[src/rtl/dcache_write_buffer_pkg.sv]
// Shared definitions for the data-cache posted-write buffer: controller states
// and the block address/data widths used by the cache and data memory.
package dcache_write_buffer_pkg;

    localparam int DEF_ADDR_W = 6;
    localparam int DEF_DATA_W = 32;

    typedef enum logic [2:0] {
        ST_IDLE = 3'd0,
        ST_FWD  = 3'd1,
        ST_RD   = 3'd2,
        ST_WR   = 3'd3,
        ST_GAP  = 3'd4,
        ST_RESP = 3'd5
    } wb_state_t;

endpackage

[src/rtl/dcache_write_buffer_wbuf_fifo.sv]
// Circular store of posted block writes with head/tail/count bookkeeping and a
// combinational address search that reports the youngest matching entry.
module wbuf_fifo #(
    parameter int DEPTH  = 4,
    parameter int ADDR_W = 6,
    parameter int DATA_W = 32
) (
    input  logic                       i_clk,
    input  logic                       i_rst_n,
    input  logic                       i_push,
    input  logic [ADDR_W-1:0]          i_push_addr,
    input  logic [DATA_W-1:0]          i_push_data,
    input  logic                       i_pop,
    input  logic [ADDR_W-1:0]          i_search_addr,
    output logic [ADDR_W-1:0]          o_head_addr,
    output logic [DATA_W-1:0]          o_head_data,
    output logic                       o_full,
    output logic                       o_empty,
    output logic [$clog2(DEPTH):0]     o_count,
    output logic                       o_match,
    output logic [DATA_W-1:0]          o_match_data
);
    localparam int PTR_W = $clog2(DEPTH);
    localparam int CNT_W = PTR_W + 1;

    logic [ADDR_W-1:0] r_addr [DEPTH];
    logic [DATA_W-1:0] r_data [DEPTH];
    logic [PTR_W-1:0]  r_head;
    logic [PTR_W-1:0]  r_tail;
    logic [CNT_W-1:0]  r_count;
    logic [PTR_W-1:0]  w_idx;
    logic              w_do_push;
    logic              w_do_pop;

    assign o_full      = (r_count == CNT_W'(DEPTH));
    assign o_empty     = (r_count == '0);
    assign o_count     = r_count;
    assign o_head_addr = r_addr[r_head];
    assign o_head_data = r_data[r_head];
    assign w_do_push   = i_push & ~o_full;
    assign w_do_pop    = i_pop & ~o_empty;

    // Entry storage carries no reset: validity is defined purely by head/count.
    always_ff @(posedge i_clk) begin
        if (w_do_push) begin
            r_addr[r_tail] <= i_push_addr;
            r_data[r_tail] <= i_push_data;
        end
    end

    always_ff @(posedge i_clk or negedge i_rst_n) begin
        if (!i_rst_n) begin
            r_head  <= '0;
            r_tail  <= '0;
            r_count <= '0;
        end else begin
            if (w_do_push) r_tail <= r_tail + PTR_W'(1);
            if (w_do_pop)  r_head <= r_head + PTR_W'(1);
            case ({w_do_push, w_do_pop})
                2'b10:   r_count <= r_count + CNT_W'(1);
                2'b01:   r_count <= r_count - CNT_W'(1);
                default: r_count <= r_count;
            endcase
        end
    end

    // Walk oldest to youngest so a later hit overrides an earlier one.
    always_comb begin
        o_match      = 1'b0;
        o_match_data = '0;
        w_idx        = '0;
        for (int i = 0; i < DEPTH; i++) begin
            w_idx = r_head + PTR_W'(i);
            if ((CNT_W'(i) < r_count) && (r_addr[w_idx] == i_search_addr)) begin
                o_match      = 1'b1;
                o_match_data = r_data[w_idx];
            end
        end
    end

endmodule

[src/rtl/dcache_write_buffer.sv]
// Posted-write buffer between the data cache and data memory: absorbs write-backs
// in one cycle, drains them in the background and serves reads by forwarding.
module dcache_write_buffer
    import dcache_write_buffer_pkg::*;
#(
    parameter int DEPTH  = 4,
    parameter int ADDR_W = DEF_ADDR_W,
    parameter int DATA_W = DEF_DATA_W
) (
    input  logic                   CLK,
    input  logic                   RESET,
    input  logic                   C_READ,
    input  logic                   C_WRITE,
    input  logic [ADDR_W-1:0]      C_ADDRESS,
    input  logic [DATA_W-1:0]      C_WRITEDATA,
    output logic [DATA_W-1:0]      C_READDATA,
    output logic                   C_BUSYWAIT,
    output logic                   DM_READ,
    output logic                   DM_WRITE,
    output logic [ADDR_W-1:0]      DM_ADDRESS,
    output logic [DATA_W-1:0]      DM_WRITEDATA,
    input  logic [DATA_W-1:0]      DM_READDATA,
    input  logic                   DM_BUSYWAIT,
    output logic                   BUF_EMPTY,
    output logic [$clog2(DEPTH):0] BUF_COUNT,
    output wb_state_t              DBG_STATE
);
    wb_state_t         r_state;
    wb_state_t         w_next_state;
    logic              r_seen_busy;
    logic [DATA_W-1:0] r_c_readdata;
    logic              r_dm_read;
    logic              r_dm_write;
    logic [ADDR_W-1:0] r_dm_addr;
    logic [DATA_W-1:0] r_dm_wdata;

    logic              w_full;
    logic              w_empty;
    logic              w_match;
    logic [DATA_W-1:0] w_match_data;
    logic [ADDR_W-1:0] w_head_addr;
    logic [DATA_W-1:0] w_head_data;
    logic              w_done;
    logic              w_pop;

    // A memory access completes on the first idle-memory edge after it was seen busy.
    assign w_done = r_seen_busy & ~DM_BUSYWAIT;
    assign w_pop  = (r_state == ST_WR) & w_done;

    wbuf_fifo #(
        .DEPTH  (DEPTH),
        .ADDR_W (ADDR_W),
        .DATA_W (DATA_W)
    ) u_fifo (
        .i_clk         (CLK),
        .i_rst_n       (RESET),
        .i_push        (C_WRITE & ~C_READ),
        .i_push_addr   (C_ADDRESS),
        .i_push_data   (C_WRITEDATA),
        .i_pop         (w_pop),
        .i_search_addr (C_ADDRESS),
        .o_head_addr   (w_head_addr),
        .o_head_data   (w_head_data),
        .o_full        (w_full),
        .o_empty       (w_empty),
        .o_count       (BUF_COUNT),
        .o_match       (w_match),
        .o_match_data  (w_match_data)
    );

    always_ff @(posedge CLK or negedge RESET) begin
        if (!RESET) r_state <= ST_IDLE;
        else        r_state <= w_next_state;
    end

    always_comb begin
        w_next_state = r_state;
        case (r_state)
            ST_IDLE: begin
                if (C_READ && w_match) w_next_state = ST_FWD;
                else if (C_READ)       w_next_state = ST_RD;
                else if (!w_empty)     w_next_state = ST_WR;
            end
            ST_FWD:  w_next_state = ST_RESP;
            ST_RD:   if (w_done) w_next_state = ST_RESP;
            ST_WR:   if (w_done) w_next_state = ST_GAP;
            ST_GAP:  w_next_state = ST_IDLE;
            ST_RESP: w_next_state = ST_IDLE;
            default: w_next_state = ST_IDLE;
        endcase
    end

    always_ff @(posedge CLK or negedge RESET) begin
        if (!RESET) begin
            r_seen_busy  <= 1'b0;
            r_c_readdata <= '0;
            r_dm_read    <= 1'b0;
            r_dm_write   <= 1'b0;
            r_dm_addr    <= '0;
            r_dm_wdata   <= '0;
        end else begin
            if (r_state == ST_RD || r_state == ST_WR) r_seen_busy <= r_seen_busy | DM_BUSYWAIT;
            else                                      r_seen_busy <= 1'b0;
            case (r_state)
                ST_IDLE: begin
                    if (w_next_state == ST_RD) begin
                        r_dm_read <= 1'b1;
                        r_dm_addr <= C_ADDRESS;
                    end else if (w_next_state == ST_WR) begin
                        r_dm_write <= 1'b1;
                        r_dm_addr  <= w_head_addr;
                        r_dm_wdata <= w_head_data;
                    end
                end
                ST_FWD: r_c_readdata <= w_match_data;
                ST_RD: begin
                    if (w_done) begin
                        r_c_readdata <= DM_READDATA;
                        r_dm_read    <= 1'b0;
                    end
                end
                ST_WR: if (w_done) r_dm_write <= 1'b0;
                default: ;
            endcase
        end
    end

    assign C_BUSYWAIT   = (C_WRITE & (w_full | C_READ)) | (C_READ & (r_state != ST_RESP));
    assign C_READDATA   = r_c_readdata;
    assign DM_READ      = r_dm_read;
    assign DM_WRITE     = r_dm_write;
    assign DM_ADDRESS   = r_dm_addr;
    assign DM_WRITEDATA = r_dm_wdata;
    assign BUF_EMPTY    = w_empty;
    assign DBG_STATE    = r_state;

endmodule
[config.mk]
export PLATFORM = sky130hd
export DESIGN_NAME = dcache_write_buffer
export DESIGN_NICKNAME = d
export VERILOG_FILES = /design/src/rtl/dcache_write_buffer_pkg.sv /design/src/rtl/dcache_write_buffer_wbuf_fifo.sv /design/src/rtl/dcache_write_buffer.sv
export SDC_FILE = /design/constraint.sdc
export NUM_CORES = 1
export LEC_CHECK = 0
export CAP_MARGIN = 25
export CORE_AREA = 4 4 167 169
export CTS_BUF_LIST = sky130_fd_sc_hd__clkbuf_4 sky130_fd_sc_hd__clkbuf_8 sky130_fd_sc_hd__clkbuf_16
export CTS_CLUSTER_DIAMETER = 200
export DETAILED_ROUTE_END_ITERATION = 6
export DIE_AREA = 0 0 171 173
export MAX_ROUTING_LAYER = met4
export PLACE_DENSITY = 0.79
export SYNTH_ARGS = -nofsm -noshare
export SYNTH_HDL_FRONTEND = slang
export SYNTH_SLANG_ARGS = --single-unit
[constraint.sdc]
create_clock -name CLK -period 3.21 [get_ports CLK]
set_clock_uncertainty 0.1 [all_clocks]
set_input_delay 0.4815 -clock CLK [delete_from_list [all_inputs] [get_ports CLK]]
set_output_delay 0.4815 -clock CLK [all_outputs]
set_load 0.01 [all_outputs]
==> results.txt, run 1 <==
placed cells - 1355
worst skew pair latency - 0.52 ns
static leakage - 5.739 nW
Critical Path Source Type - flop
Highest Signal Layer - met4
Yosys reg bits - 235
post-synthesis mux area share - 28.57%
Placer Congestion - 0.8908
largest family of logic cells by synthesized area - multiplexers
clk slew on worst S/H paths - 0.06 ns
period utilisation layout - 101.9%
DP Wirelength - 20970 um
root buffer selected by CTS - clkbuf_16
Starting Density - 49.28%
CP max stage cell - or4_4
worst-path cell chain - mux4_2 -> xor2_1 -> or4_4 -> a2111oi_4 -> nand2b_4 -> nor4_2 -> o21ai_4 -> buf_12 -> buf_12 -> mux2_2
slew margin rel. - 44.24%
setup TNS - -0.7123 ns
Via density - 6.230
Non-Filler Instances - 1412
antenna violations before repair - 1
area grow syn2layout - 25.11%
Post-Syn Area - 13100 um2
Peak Freq - 305.6 MHz
antenna-violating nets left - 0
CTS sink count - 235
max-slew violation count - 0
worst-path fanout max - 10
area fraction in compound gates after synthesis - 8.512%
syn avg cell area - 14.83 um2
Worst Slack Setup Final - -0.06257 ns
Hold Crit Class - in -> async
Area contributors post-synth - edfxtp_1 35%, mux4_2 19%, dfrtp_1 16%
Hold Fails Final Rpt - 0
run status - complete, but fails checks
top cell type's share of synthesized area - 34.85%
post-synthesis simple-gate area fraction - 5.866%
yosys warns - 0
RSZ-0062 raised after global routing - true
Max Cap Violations - 0
Filler cells - 1999
Yosys top cell by area - edfxtp_1
multi-input logic area - 6205 um2
Yosys cell types - 46
failing checks - negative setup slack
Synth Instances - 883
Synth Area in Adders - 0.8598%
DRT iter0 DRCs - 659
Async S/R FF share, synth - 35.32%
largest net degree at the start of global routing - 132
sequential share of the synthesized area - 50.71%
routed via count - 8797
M1 WL - 13720 um
Tot GR Track Use - 22.24%
Post-synth EDFFs - 152
Die Wd - 171 um
Pwr Total - 14.50 mW
Crit. End Element - flop
power per cell area - 885.3 nW/um2
XOR/XNOR Fraction of Synth Area - 2.207%
met2 WL post-DR - 16100 um
Arrival @ worst endpoint - 3.57 ns
FP Rows - 60
Routed WL - 32760 um
met3 WL post-DR - 2168 um
Critical Path Max Stage Delay - 0.55 ns
first-pass GRT wire length - 50520 um
Final min period - 3.273 ns
die area - 29580 um2
Worst Hold Slack - 0.3239 ns
Ports - 155
CP required - 3.51 ns
GRT overflow - 0
TritonCTS Buffers - 26
VDD IR max - 0.5276 mV
First-pass DRT Iterations - 4
share of cells above drive strength 1 - 30.28%
CTS tree - yes
Seq. cell area - 6649 um2
Die Y - 173 um
core area - 26580 um2
final setup fails - 28
syn_nets - 967
Top FF cell, synth - edfxtp_1
# port buffers - 154
DR WL/cell - 23.20 um
DRC - 0
CTS H-Tree Depth - 1
Final #Nets - 1134
kind of critical path - reg -> reg
most frequent CP cell - buf_12
clk buf depth - 3
Worst Max-Slew Pin Slew - 0.8364 ns
vias in the first global route - 9014
[registers in the layout, summed over array words and instances, names as in the netlist, 2 cells and up]
name	count
u_fifo.r_tail	2
DM_ADDRESS	6
C_READDATA	32
u_fifo.r_addr	24
u_fifo.r_head	2
u_fifo.r_data	128
u_fifo.o_count	3
DM_WRITEDATA	32
DBG_STATE	3
[kinds of logic after synthesis]
family / count (synthesis)
AOI/OAI and AO/OA: 141
buffers and inverters: 87
xor gates and xnor gates: 33
adders and majority gates: 9
muxes: 207
and+or+nand+nor: 171
DFF: 235
[Yosys cell counts (2+ instances only)]
cell	count
edfxtp_1	152
mux4_2	113
dfrtp_1	83
nand2_1	75
o221ai_1	64
nor2_1	53
clkbuf_1	39
a311oi_1	32
mux2_2	32
a21oi_1	31
mux2i_1	28
mux2_4	26
nor2b_1	23
xnor2_1	23
buf_2	12
buf_1	10
xor2_1	10
buf_4	9
ha_1	9
inv_1	9
buf_6	6
mux4_1	5
and3_1	4
mux2_1	3
nand2b_1	3
nand4b_1	3
o21bai_1	3
nand4_1	2
nor3_1	2
nor4_2	2
o21ai_1	2
[worst max-delay path, delay by kind of cell, from the launching register on]
family / cells / cell delay [ns]
xor gates and xnor gates: 1 / 0.16
buffers and inverters: 2 / 0.30
DFF: 1 / 0.47
muxes: 2 / 0.86
AOI/OAI and AO/OA: 2 / 0.45
and+or+nand+nor: 3 / 0.81
[per-layer routing]
layer  global-route usage [%]  up-vias
met1                    30.34     4490
met2                    34.95      314
met3                    3.635       60
met4                    6.339        0
met5                        -        -
li1                         -     3933
[per-stage QoR]
step                      setup slack, ns  instance area, um2  utilization, %
after floorplan                  -0.01757               13100               -
after global placement           -0.07564               15260           57.44
after detailed placement         -0.09292               15260           57.44
after CTS                        -0.03554               16250           61.16
after global routing              -0.1681               16380           61.65
final                            -0.06257               16380           61.65
[placed cells by master, fill, tap and decap left out, types with 2 or more instances in the layout]
| cell | count |
|---|---|
| nand4_1 | 2 |
| xor2_1 | 10 |
| ha_1 | 9 |
| mux2_4 | 29 |
| clkinv_2 | 6 |
| and3_2 | 4 |
| o221ai_1 | 48 |
| a311oi_1 | 32 |
| nor2b_1 | 23 |
| o21bai_1 | 2 |
| xnor2_1 | 22 |
| mux4_2 | 117 |
| dfrtp_4 | 2 |
| inv_1 | 9 |
| o21ai_1 | 2 |
| buf_12 | 11 |
| nand2b_1 | 2 |
| nor2_1 | 51 |
| clkbuf_4 | 11 |
| nand2_1 | 74 |
| mux2_2 | 31 |
| buf_4 | 47 |
| clkbuf_8 | 2 |
| mux2i_1 | 27 |
| nand4b_1 | 3 |
| edfxtp_1 | 152 |
| a21oi_1 | 31 |
| nor3_1 | 2 |
| bufinv_16 | 2 |
| buf_8 | 2 |
| nor2_4 | 2 |
| clkdlybuf4s50_1 | 153 |
| dfrtp_1 | 81 |
| o221ai_2 | 16 |
| buf_6 | 2 |
| clkbuf_16 | 28 |
[path summary, 6_finish.rpt]
kind                       cells past startpoint          endpoint  slack [ns]        startpoint
setup / recovery                              10  DM_WRITEDATA[14]       -0.06  u_fifo.r_head[0]
hold / removal                                 2     DM_ADDRESS[0]        0.32             RESET
setup reg to reg                              10  DM_WRITEDATA[14]       -0.06  u_fifo.r_head[0]
hold reg to reg                                2          DM_WRITE        0.39          DM_WRITE
max in group asynchronous                      3  DM_WRITEDATA[28]        1.98             RESET
min in group CLK                               2          DM_WRITE        0.39          DM_WRITE
[cell type report]
type | instances | area share [%]
Sequential cell | 235 | 40.58
Inverter | 9 | 0.2062
Clock inverter | 8 | 0.5498
Clock buffer | 40 | 4.796
Timing Repair Buffer | 217 | 13.38
Tap cell | 341 | 2.604
Antenna cell | 1 | 0.01527
Multi-Input combinational cell | 561 | 37.87
[power breakdown]
group | total [mW] | switching [mW] | internal [mW] | leakage (nW)
Sequential | 4.52 | 0.553 | 3.96 | 2.41
Clock | 2.99 | 1.15 | 1.84 | 0.449
Combinational | 6.99 | 3.21 | 3.78 | 2.88
[repair_timing]
item / 4_1_cts / 5_1_grt
setup buffers: 3 / 2
resized for setup: 10 / 24
gates cloned: 1 / 2
pin swaps: 0 / 8
endpoints found under the setup margin: 38 / 70
hold endpoints to repair: 26 / 0
hold buffers: 1 / 0
Power figures use the tool's default switching activity.
==> run 2, diff against run 1 <==
Settings changed: ABC_AREA set to 1, CORE_AREA 4 4 167 169 to 4 4 173 175, DIE_AREA 0 0 171 173 to 0 0 177 179, PLACE_DENSITY 0.79 to 0.78, SLEW_MARGIN set to 15, SYNTH_HIERARCHICAL set to 1.
==> results.txt, run 2 <==
most common cell after layout, fill and taps aside - nand2_1 (was clkdlybuf4s50_1)
Async S/R FF share, synth - 35.32% (unchanged)
max reg flops - 128 (unchanged)
Crit. End Element - flop (unchanged)
Yosys reg bits - 235 (unchanged)
first-pass GRT wire length - 64800 um (was 50520 um)
sequential share of the synthesized area - 47.33% (was 50.71%)
yosys warns - 6 (was 0)
Routed WL - 41690 um (was 32760 um)
Critical Path Source Type - flop (unchanged)
most frequent cells in the layout - 714 x nand2_1, 207 x o21ai_0, 153 x inv_1, 153 x clkdlybuf4s50_1, 152 x edfxtp_1 (was 153 x clkdlybuf4s50_1, 152 x edfxtp_1, 117 x mux4_2)
cell family with most CP delay - simple AND/OR/NAND/NOR gates (was multiplexers)
syn avg cell area - 7.440 um2 (was 14.83 um2)
Top reg by flops - u_fifo/r_data (was u_fifo.r_data)
multi-input logic area - 6211 um2 (was 6205 um2)
CP required - 3.58 ns (was 3.51 ns)
period utilisation layout - 93.48% (was 101.9%)
antenna-violating nets left - 0 (unchanged)
Pwr Total - 16.95 mW (was 14.50 mW)
worst skew pair latency - 0.55 ns (was 0.52 ns)
Max Cap Violations - 0 (unchanged)
Tot GR Track Use - 26.35% (was 22.24%)
worst-path cell chain - buf_12 -> nand2_1 -> nand2_4 -> nand3_1 -> nand2_1 -> nand2_1 -> nand2_1 -> nand2_1 -> nor2_2 -> nand2_2 -> nand3_1 -> inv_1 -> nand2_1 -> nand3_1 -> nor2_1 -> nor2_4 -> inv_4 -> buf_12 -> nand3_1 -> nand2_1 (was mux4_2 -> xor2_1 -> or4_4 -> a2111oi_4 -> nand2b_4 -> nor4_2 -> o21ai_4 -> buf_12 -> buf_12 -> mux2_2)
Top FF cell, synth - edfxtp_1 (unchanged)
Peak Freq - 333.3 MHz (was 305.6 MHz)
clk slew on worst S/H paths - 0.06 ns (about the same)
Final #Nets - 2102 (was 1134)
Die Wd - 177 um (was 171 um)
RSZ-0062 raised after global routing - false (was true)
CP max stage cell - dfrtp_4 (was or4_4)
largest net degree at the start of global routing - 115 (was 132)
CTS H-Tree Depth - 1 (unchanged)
Yosys cell types - 34 (was 46)
share of cells above drive strength 1 - 7.406% (was 30.28%)
Starting Density - 49.28% (about the same)
Synth Instances - 1886 (was 883)
CTS tree - yes (unchanged)
power per cell area - 987.6 nW/um2 (was 885.3 nW/um2)
die area - 31680 um2 (was 29580 um2)
First-pass DRT Iterations - 6 (was 4)
Ports - 155 (unchanged)
Worst Max-Slew Pin Slew - 0.8631 ns (was 0.8364 ns)
slew margin rel. - 41.85% (was 44.24%)
Post-synth EDFFs - 152 (unchanged)
kind of critical path - reg -> reg (unchanged)
Via density - 5.454 (was 6.230)
FP Rows - 62 (was 60)
Worst Path Buf+Inv - 4 (was 2)
Final min period - 3.001 ns (was 3.273 ns)
Post-CTS Setup Bufs - 0 (was 3)
Seq. cell area - 6646 um2 (was 6649 um2)
most instantiated cells after synthesis - 715 x nand2_1, 207 x o21ai_0, 153 x inv_1, 152 x edfxtp_1, 115 x nand3_1 (was 152 x edfxtp_1, 113 x mux4_2, 83 x dfrtp_1, 75 x nand2_1, 64 x o221ai_1)
GRT overflow - 0 (unchanged)
clk buf depth - 3 (unchanged)
Filler cells - 2506 (was 1999)
TritonCTS Buffers - 27 (was 26)
Yosys top cell by area - edfxtp_1 (unchanged)
VDD IR max - 0.6049 mV (was 0.5276 mV)
top cell type's share of synthesized area - 32.53% (was 34.85%)
core area - 28470 um2 (was 26580 um2)
vias in the first global route - 12100 (was 9014)
Area contributors post-synth - edfxtp_1 33%, nand2_1 19%, dfrtp_1 15% (was edfxtp_1 35%, mux4_2 19%, dfrtp_1 16%)
DRT iter0 DRCs - 1591 (was 659)
max-slew violation count - 0 (unchanged)
Post-Syn Area - 14030 um2 (was 13100 um2)
dominant cell by count in the synthesized netlist - nand2_1 (was edfxtp_1)
Placer Congestion - 0.8913 (was 0.8908)
Arrival @ worst endpoint - 3.37 ns (was 3.57 ns)
Hold Crit Class - reg -> reg (was in -> async)
Finished Core Util - 60.28% (was 61.65%)
Die Y - 179 um (was 173 um)
setup TNS - 0 ns (was -0.7123 ns)
syn_nets - 1970 (was 967)
root buffer selected by CTS - clkbuf_16 (unchanged)
CTS sink count - 235 (unchanged)
most frequent CP cell - nand2_1 (was buf_12)
static leakage - 7.677 nW (was 5.739 nW)
# port buffers - 154 (unchanged)
run status - finished, final reports clean (was complete, but fails checks)
DRC - 0 (unchanged)
routed via count - 13230 (was 8797)
area grow syn2layout - 22.31% (was 25.11%)
Hold Fails Final Rpt - 0 (unchanged)
final setup fails - 0 (was 28)
DR WL/cell - 17.19 um (was 23.20 um)
antenna violations before repair - 2 (was 1)
worst-path fanout max - 50 (was 10)
DP Wirelength - 28140 um (was 20970 um)
Critical Path Max Stage Delay - 0.44 ns (was 0.55 ns)
==> run 2: worst paths after layout <==
check / from / endpoint / slack, ns / cells after the start
worst min-delay path: DM_WRITEDATA[17] / DM_WRITEDATA[17] / 0.38 / 2
worst min register to register: DM_WRITEDATA[17] / DM_WRITEDATA[17] / 0.38 / 2
worst max-delay path: u_fifo/r_head[0] / DM_WRITEDATA[1] / 0.21 / 20
min in group asynchronous: RESET / u_fifo/r_head[0] / 0.47 / 2
max in group asynchronous: RESET / C_READDATA[21] / 1.79 / 3
worst max register to register: u_fifo/r_head[0] / DM_WRITEDATA[1] / 0.21 / 20
==> run 2: worst register-to-register path, stage by stage (launching register included) <==
cell and delay, ns:
dfrtp_4 0.44, buf_12 0.22, nand2_1 0.14, nand2_4 0.19, nand3_1 0.16, nand2_1 0.10, nand2_1 0.05, nand2_1 0.06
nand2_1 0.07, nor2_2 0.20, nand2_2 0.14, nand3_1 0.14, inv_1 0.05, nand2_1 0.05, nand3_1 0.07, nor2_1 0.17
nor2_4 0.10, inv_4 0.10, buf_12 0.20, nand3_1 0.11, nand2_1 0.08
==> run 2: metrics by stage <==
step / std cells / hold slack, ns / setup WS, ns / cell area [um2]
2_1_floorplan: 1886 / 0.08591 / 0.04777 / 14030
3_3_place_gp: 2370 / 0.3586 / 0.1254 / 16130
3_5_place_dp: 2370 / 0.3648 / 0.08852 / 16130
4_1_cts: 2421 / 0.3805 / 0.1276 / 17090
5_1_grt: 2425 / 0.3986 / 0.02609 / 17160
6_report: 2425 / 0.3798 / 0.2095 / 17160
==> run 2: layer usage <==
layer | vias to the layer above | wire (um) | track usage [%]
met2 | 652 | 18700 | 41.32
met4 | 0 | 955 | 6.931
met1 | 6044 | 17390 | 35.83
li1 | 6445 | - | -
met5 | - | 0 | -
met3 | 84 | 4648 | 4.703
==> run 2: layout make-up <==
cell class / count / share of cell area (%)
inverter: 161 / 3.536
multi-input combinational: 1364 / 36.19
clock inverter: 22 / 1.575
timing repair buffer: 229 / 13.16
tap: 384 / 2.800
antenna: 2 / 0.02916
clock buffer: 28 / 3.981
sequential: 235 / 38.73
==> run 2: where the power goes <==
part | internal (mW) | switching, mW | total [mW] | leakage [nW]
sequential | 3.98 | 0.457 | 4.44 | 2.38
combinational | 3.33 | 5.93 | 9.26 | 4.82
clock | 2.03 | 1.22 | 3.25 | 0.475
total | 9.34 | 7.61 | 16.9 | 7.68
==> run 2: repair_timing <==
item	in CTS	in global routing
hold buffers	1	0
resized for setup	0	5
setup endpoints to repair	0	43
hold endpoints to repair	60	0
==> run 2: kinds of logic (layout without fill, tap and decap cells) <==
kind of cell | Yosys count | in the layout | synth area share (%)
other cells | 0 | 2 | 0
buf+inv | 287 | 440 | 8.855
flops | 235 | 235 | 47.33
simple gates | 1030 | 1030 | 30.78
compound gates | 315 | 315 | 11.60
xor+xnor | 10 | 10 | 0.6243
fa+ha+maj | 9 | 9 | 0.8026
